[config.mk]
export PLATFORM = sky130hd
export DESIGN_NAME = fetch_queue
export DESIGN_NICKNAME = d
export VERILOG_FILES = /design/src/rtl/fetch_queue_pkg.sv /design/src/rtl/fetch_fifo.sv /design/src/rtl/fetch_queue.sv
export SDC_FILE = /design/constraint.sdc
export NUM_CORES = 1
export LEC_CHECK = 0
export CORE_MARGIN = 4
export CORE_UTILIZATION = 55
export CTS_BUF_LIST = sky130_fd_sc_hd__clkbuf_8
export DETAILED_ROUTE_END_ITERATION = 8
export PLACE_DENSITY = 0.81
export SYNTH_ARGS = -nofsm -noshare
export SYNTH_HDL_FRONTEND = slang
export SYNTH_SLANG_ARGS = --single-unit
[constraint.sdc]
create_clock -name clk -period 4.55 [get_ports clk]
set_input_delay 0.6825 -clock clk [delete_from_list [all_inputs] [get_ports clk]]
set_output_delay 0.6825 -clock clk [all_outputs]
set_load 0.1 [all_outputs]
[src/rtl/fetch_queue_pkg.sv]
// Shared definitions for the instruction fetch queue: NOP encoding,
// default address width and the queue entry layout.
package fetch_queue_pkg;

  localparam int unsigned XLEN_DEFAULT = 32;
  localparam int unsigned XLEN_MAX     = 64;

  // addi x0, x0, 0
  localparam logic [31:0] NOP_INSTR = 32'h0000_0013;

  // pc is sized for the widest supported XLEN; narrower builds keep the
  // upper bits at zero
  typedef struct packed {
    logic [31:0]         instr;
    logic [XLEN_MAX-1:0] pc;
  } fqEntry_t;

  localparam int unsigned ENTRY_W = $bits(fqEntry_t);

endpackage

[src/rtl/fetch_fifo.sv]
// Circular-buffer storage for the fetch queue: push/pop/clear with occupancy
// count. Pop on empty is ignored; push on full succeeds only with a pop.
module fetch_fifo #(
  parameter int unsigned DEPTH = 4,
  parameter int unsigned WIDTH = 32
) (
  input  logic                    clk,
  input  logic                    reset,
  input  logic                    push,
  input  logic                    pop,
  input  logic                    clear,
  input  logic [WIDTH-1:0]        pushData,
  output logic [WIDTH-1:0]        headData,
  output logic [$clog2(DEPTH):0]  count
);

  localparam int unsigned PTR_W = $clog2(DEPTH);
  localparam int unsigned CNT_W = PTR_W + 1;
  localparam logic [CNT_W-1:0] FULL = CNT_W'(DEPTH);

  logic [WIDTH-1:0] mem [DEPTH];
  logic [PTR_W-1:0] wrPtr;
  logic [PTR_W-1:0] rdPtr;
  logic             doPush;
  logic             doPop;

  assign doPop    = pop && (count != '0) && !clear;
  assign doPush   = push && ((count != FULL) || doPop) && !clear;
  assign headData = mem[rdPtr];

  // pointer and occupancy bookkeeping; clear wins over push/pop
  always_ff @(posedge clk or negedge reset) begin
    if (!reset) begin
      wrPtr <= '0;
      rdPtr <= '0;
      count <= '0;
    end else if (clear) begin
      wrPtr <= '0;
      rdPtr <= '0;
      count <= '0;
    end else begin
      if (doPush) wrPtr <= wrPtr + PTR_W'(1);
      if (doPop)  rdPtr <= rdPtr + PTR_W'(1);
      count <= count + CNT_W'(doPush) - CNT_W'(doPop);
    end
  end

  // entry storage, no reset needed (head is masked while empty)
  always_ff @(posedge clk) begin
    if (doPush) mem[wrPtr] <= pushData;
  end

endmodule

[src/rtl/fetch_queue.sv]
// Instruction fetch front end: issues word fetches, tracks in-flight
// requests, drops responses made stale by a redirect and buffers the rest
// for decode. Optional performance counters under `FETCH_PERF_EN.
module fetch_queue
  import fetch_queue_pkg::*;
#(
  parameter int unsigned     XLEN     = XLEN_DEFAULT,
  parameter int unsigned     DEPTH    = 4,
  parameter logic [XLEN-1:0] RESET_PC = '0
) (
  input  logic            clk,
  input  logic            reset,
  output logic            imem_req,
  output logic [XLEN-1:0] imem_addr,
  input  logic            imem_gnt,
  input  logic            imem_rvalid,
  input  logic [31:0]     imem_rdata,
  input  logic            redirect,
  input  logic [XLEN-1:0] redirect_pc,
  output logic            validD,
  input  logic            readyD,
  output logic [31:0]     instrD,
  output logic [XLEN-1:0] pcD
`ifdef FETCH_PERF_EN
  ,
  output logic [31:0]     fetch_cnt,
  output logic [31:0]     drop_cnt_total
`endif
);

  localparam int unsigned CNT_W = $clog2(DEPTH) + 1;
  localparam logic [CNT_W:0]    DEPTH_LIM = (CNT_W + 1)'(DEPTH);
  localparam logic [XLEN-1:0]   PC_STEP   = XLEN'(4);

  logic [XLEN-1:0]  fetchPc;
  logic [XLEN-1:0]  respPc;
  logic [XLEN-1:0]  redirectTarget;
  logic [CNT_W-1:0] outstanding;
  logic [CNT_W-1:0] outstandingNext;
  logic [CNT_W-1:0] dropCnt;
  logic [CNT_W-1:0] count;
  logic [CNT_W:0]   inFlight;
  logic             grant;
  logic             respTake;
  logic             respDrop;
  logic             respPush;
  logic             popHead;
  fqEntry_t         pushEntry;
  fqEntry_t         headEntry;
  logic             unusedPcHi;

  assign redirectTarget  = redirect_pc & ~XLEN'(3);
  // queued plus in-flight must fit, so every response has a slot reserved
  assign inFlight        = {1'b0, count} + {1'b0, outstanding};
  assign imem_req        = reset && !redirect && (inFlight < DEPTH_LIM);
  assign imem_addr       = fetchPc;
  assign grant           = imem_req && imem_gnt;
  assign respTake        = imem_rvalid && (outstanding != '0);
  assign respDrop        = respTake && (dropCnt != '0);
  assign respPush        = respTake && (dropCnt == '0) && !redirect;
  assign validD          = (count != '0) && !redirect;
  assign popHead         = validD && readyD;
  assign outstandingNext = outstanding + CNT_W'(grant) - CNT_W'(respTake);
  // pc bits above XLEN are always zero; fold them so they count as consumed
  assign unusedPcHi      = ^headEntry.pc;

  // build the queue entry for an accepted response
  always_comb begin
    pushEntry                = '0;
    pushEntry.instr          = imem_rdata;
    pushEntry.pc[XLEN-1:0]   = respPc;
  end

  // fetch/response PCs, in-flight and pending-drop tracking
  always_ff @(posedge clk or negedge reset) begin
    if (!reset) begin
      fetchPc     <= RESET_PC;
      respPc      <= RESET_PC;
      outstanding <= '0;
      dropCnt     <= '0;
    end else begin
      outstanding <= outstandingNext;
      if (redirect) begin
        // everything still in flight after this cycle belongs to the old stream
        fetchPc <= redirectTarget;
        respPc  <= redirectTarget;
        dropCnt <= outstandingNext;
      end else begin
        if (grant)    fetchPc <= fetchPc + PC_STEP;
        if (respPush) respPc  <= respPc + PC_STEP;
        if (respDrop) dropCnt <= dropCnt - CNT_W'(1);
      end
    end
  end

  fetch_fifo #(
    .DEPTH (DEPTH),
    .WIDTH (ENTRY_W)
  ) uFifo (
    .clk      (clk),
    .reset    (reset),
    .push     (respPush),
    .pop      (popHead),
    .clear    (redirect),
    .pushData (pushEntry),
    .headData (headEntry),
    .count    (count)
  );

  // decode-facing head, NOP/zero when nothing valid
  always_comb begin
    instrD = NOP_INSTR;
    pcD    = '0;
    if (validD) begin
      instrD = headEntry.instr;
      pcD    = headEntry.pc[XLEN-1:0];
    end
  end

`ifdef FETCH_PERF_EN
  // pushed and discarded response counters, free-running
  always_ff @(posedge clk or negedge reset) begin
    if (!reset) begin
      fetch_cnt      <= '0;
      drop_cnt_total <= '0;
    end else begin
      if (respPush) fetch_cnt      <= fetch_cnt + 32'd1;
      if (respDrop) drop_cnt_total <= drop_cnt_total + 32'd1;
    end
  end
`endif

endmodule

==> metrics.md <==
| Metric | Value |
|---|---|
| Pins over their slew limit | 0 |
| Clk Latency, worst-skew pair | 0.56 ns |
| Drt first-iter violations | between 500 and 600 |
| Top delay family on crit path | simple AND/OR/NAND/NOR gates |
| Grt ovf | 0 |
| Diodes inserted | 0 |
| Top-count cell post-synth | edfxtp_1 |
| First-pass GRT wire length | 44650 um |
| Total CTS buffers | 50 |
| Slowest-stage cell, CP | nor2_4 |
| Layout cells sized above 1 | 23.34% |
| Chip height | 165.3 um |
| Setup TNS | 0 ns |
| CP max FO | 41 |
| Hold Vio Cnt, Final | 0 |
| Startpoint types | flip-flop |
| CP most frequent cell | buf_4 |
| Hold Slack | 0.4978 ns |
| Worst Setup End Kind | output pin |
| Die width | approximately 170 um |
| Synth-to-Final Area Change | 21.29% |
| Sequential share of the synthesized area | about two thirds |
| Status | finished clean |
| VDD IR max | 0.2847 mV |
| Vias per cell | ~5.8 |
| Nets | 1112 |
| Gate Count Post-Synth | 836 |
| Power Total | 8.765 mW |
| Synthesized area | ~14000 um^2 |
| Dpl hpwl | 18150 um |
| Leakage power | 5.825 nW |
| Slowest cell delay on critical path | approximately 0.65 ns |
| Met3 global-route usage | 4.344% |
| Worst setup slack after placement | 1.063 ns |
| Top post-synthesis cells by count | edfxtp_1 (248), dfrtp_1 (73), and2_1 (67) |
| Initial Utilization | 55.98% |
| Avg Inst Size Synth | 16.29 um^2 |
| Layout Utilization | between 60% and 70% |
| GR Util All Layers | 21.18% |
| Routed Antenna Nets | 0 |
| Via count | 8096 |
| Critical path required time | 3.87 ns |
| Vias in the first global route | 8317 |
| Final period utilization | about 75% |
| Fin area | 16510 um^2 |
| Core ar. | about 24000 um^2 |
| Clock root cell | clkbuf_8 |
| Post-synth top area cell | edfxtp_1 |
| Internal | around 5.5 mW |
| Met2 usage | 34.73% |
| PwrDens | 530.8 nW/um^2 |
| GR peak layer | met2 |
| Gate power share | 32.1% |
| Synth unique cells | 57 |
| Drt total wl | 28480 um |
| Most used DFF post-synth | edfxtp_1 |
| Post-synth top area share | 54.70% |
| Reg clk slew, reported paths | roughly 0.06 ns |
| CTS sink cnt | 321 |
| Syn. warnings | 0 |
| IO Pins | 168 |
| Die area | 27330 um^2 |
| Slew headroom | 34.38% |
| EDFF count, synth | 248 |
| Htree depth | 2 |
| Worst reg-to-reg setup slack | 1.33 ns |
| WP buf/inv | 3 |
| Slew @ Worst Pin | roughly 0.98 ns |
| Area of placed instances | between 15000 and 20000 um^2 |
| DR WL/cell | 20.48 um |
| Post-synth ARST share | 22.74% |
| Setup violations, final | 0 |
| Kind of critical path | reg2out |
| RSZ-0062 raised after global routing | false |
| # resized after CTS | 0 |
| Setup Skew | ~0.022 ns |
| FMAX | slightly below 300 MHz |
| Worst path cell trace | nor3_1 -> buf_4 -> nor2_4 -> buf_4 -> and2_1 -> buf_4 |
| Classification of the worst-slack hold path | in2async |
| GPL Wtd Cong | 0.8573 |
| CP arrival | between 2 and 3 ns |
| Setup ws final | 1.130 ns |
| Layout Cells excl Fill | 1391 |
| Longest Clk Path Bufs | 3 |
| Row count | 57 |
| Pin count of the biggest net entering global routing | between 60 and 70 |
| # DRC | 0 |
| Clock power share | between 20% and 30% |
| DRT Pass-1 Iters | 5 |
| Main area contributors after synthesis | edfxtp_1 (55%), dfrtp_1 (13%), mux4_2 (10%), and2_1 (3.1%), xor2_1 (1.5%) |
| Max-cap check violation count | 0 |
| Final Critical Period | 3.420 ns |
| Placed cells | between 1000 and 1500 |
| # port buffers | 161 |
| Antenna violations before repair | 1 |
| Seq pwr share | 40.6% |
| Met1 usage | 29.58% |
| Yosys reg bits | 321 |
| CTS tree | done |
| Sw frac | a little under two fifths |
| Net Switching | roughly 3.3 mW |
timing repair:
action / 4_1_cts / 5_1_grt
setup endpoints to repair: 0 / 0
hold endpoints to repair: 5 / 0
setup buffers: 0 / 0
hold buffers: 1 / 0
worst paths after layout:
kind | from | to | depth (start not counted)
max | uFifo.count[1]$_DFF_PN0_ | instrD[21] | 6
min | reset | imem_addr[8]$_DFFE_PN0N_ | 2
max reg2reg | outstanding[2]$_DFF_PN0_ | dropCnt[2]$_DFFE_PN0P_ | 12
min reg2reg | uFifo.rdPtr[1]$_DFFE_PN0P_ | uFifo.rdPtr[1]$_DFFE_PN0P_ | 1
max in group asynchronous | reset | uFifo.rdPtr[0]$_DFFE_PN0P_ | 3
min in group clk | uFifo.rdPtr[1]$_DFFE_PN0P_ | uFifo.rdPtr[1]$_DFFE_PN0P_ | 1
worst register-to-register path, stage by stage (launching register included):
cell     delay (ns)
dfrtp_1        0.43
ha_1           0.32
nor4b_2        0.30
and4_1         0.24
buf_4          0.23
inv_4          0.16
ha_1           0.30
inv_1          0.04
ha_1           0.18
fa_1           0.38
xor2_1         0.18
xnor2_1        0.15
o21a_1         0.19
flip-flops by register name, summed over array words and instances (netlist names):
| register | cells |
|---|---|
| uFifo.mem | 248 |
| outstanding | 3 |
| uFifo.rdPtr | 2 |
| imem_addr | 30 |
| respPc | 30 |
| uFifo.count | 3 |
| dropCnt | 3 |
| uFifo.wrPtr | 2 |
power by group through the flow:
stage	clock network (mW)	registers, mW	logic [mW]
4_1_cts	2.44	3.56	2.84
3_5_place_dp	0	3.61	2.84
5_1_grt	2.59	3.59	2.97
2_1_floorplan	0	3.76	2.01
3_3_place_gp	0	3.60	2.80
6_report	2.39	3.56	2.82
kinds of logic after synthesis:
group,share of synthesized area [%]
fa+ha+maj,1.581
buf+inv,2.022
simple gates,10.08
compound gates,3.740
xor+xnor,2.702
other cells,0.02754
flops,68.12
mux,11.73
layout by cell type (no fill, tap or decap), types with 24 or more instances in the layout:
master,count
buf_4,71
inv_1,25
nand3_1,29
nand2_1,50
and2_1,63
mux4_2,62
clkdlybuf4s50_1,95
edfxtp_1,248
clkbuf_8,52
xor2_1,24
o21ai_0,31
dfrtp_1,71
metal layers:
metal | vias to the layer above | wire length (um)
li1 | 3622 | -
met1 | 4085 | 11780
met2 | 344 | 13970
met3 | 43 | 2288
met4 | 2 | 437
met5 | - | 13
area by class of cell:
class	count	area (um^2)
clock inverters	41	281.5
multi-input cells	457	4094
repair buffers	177	1664
fillers	1638	7806
flip-flops and latches	321	9279
inverters	19	73.82
clock buffers	52	715.7
well taps	324	405.4
Power figures use the tool's default switching activity.
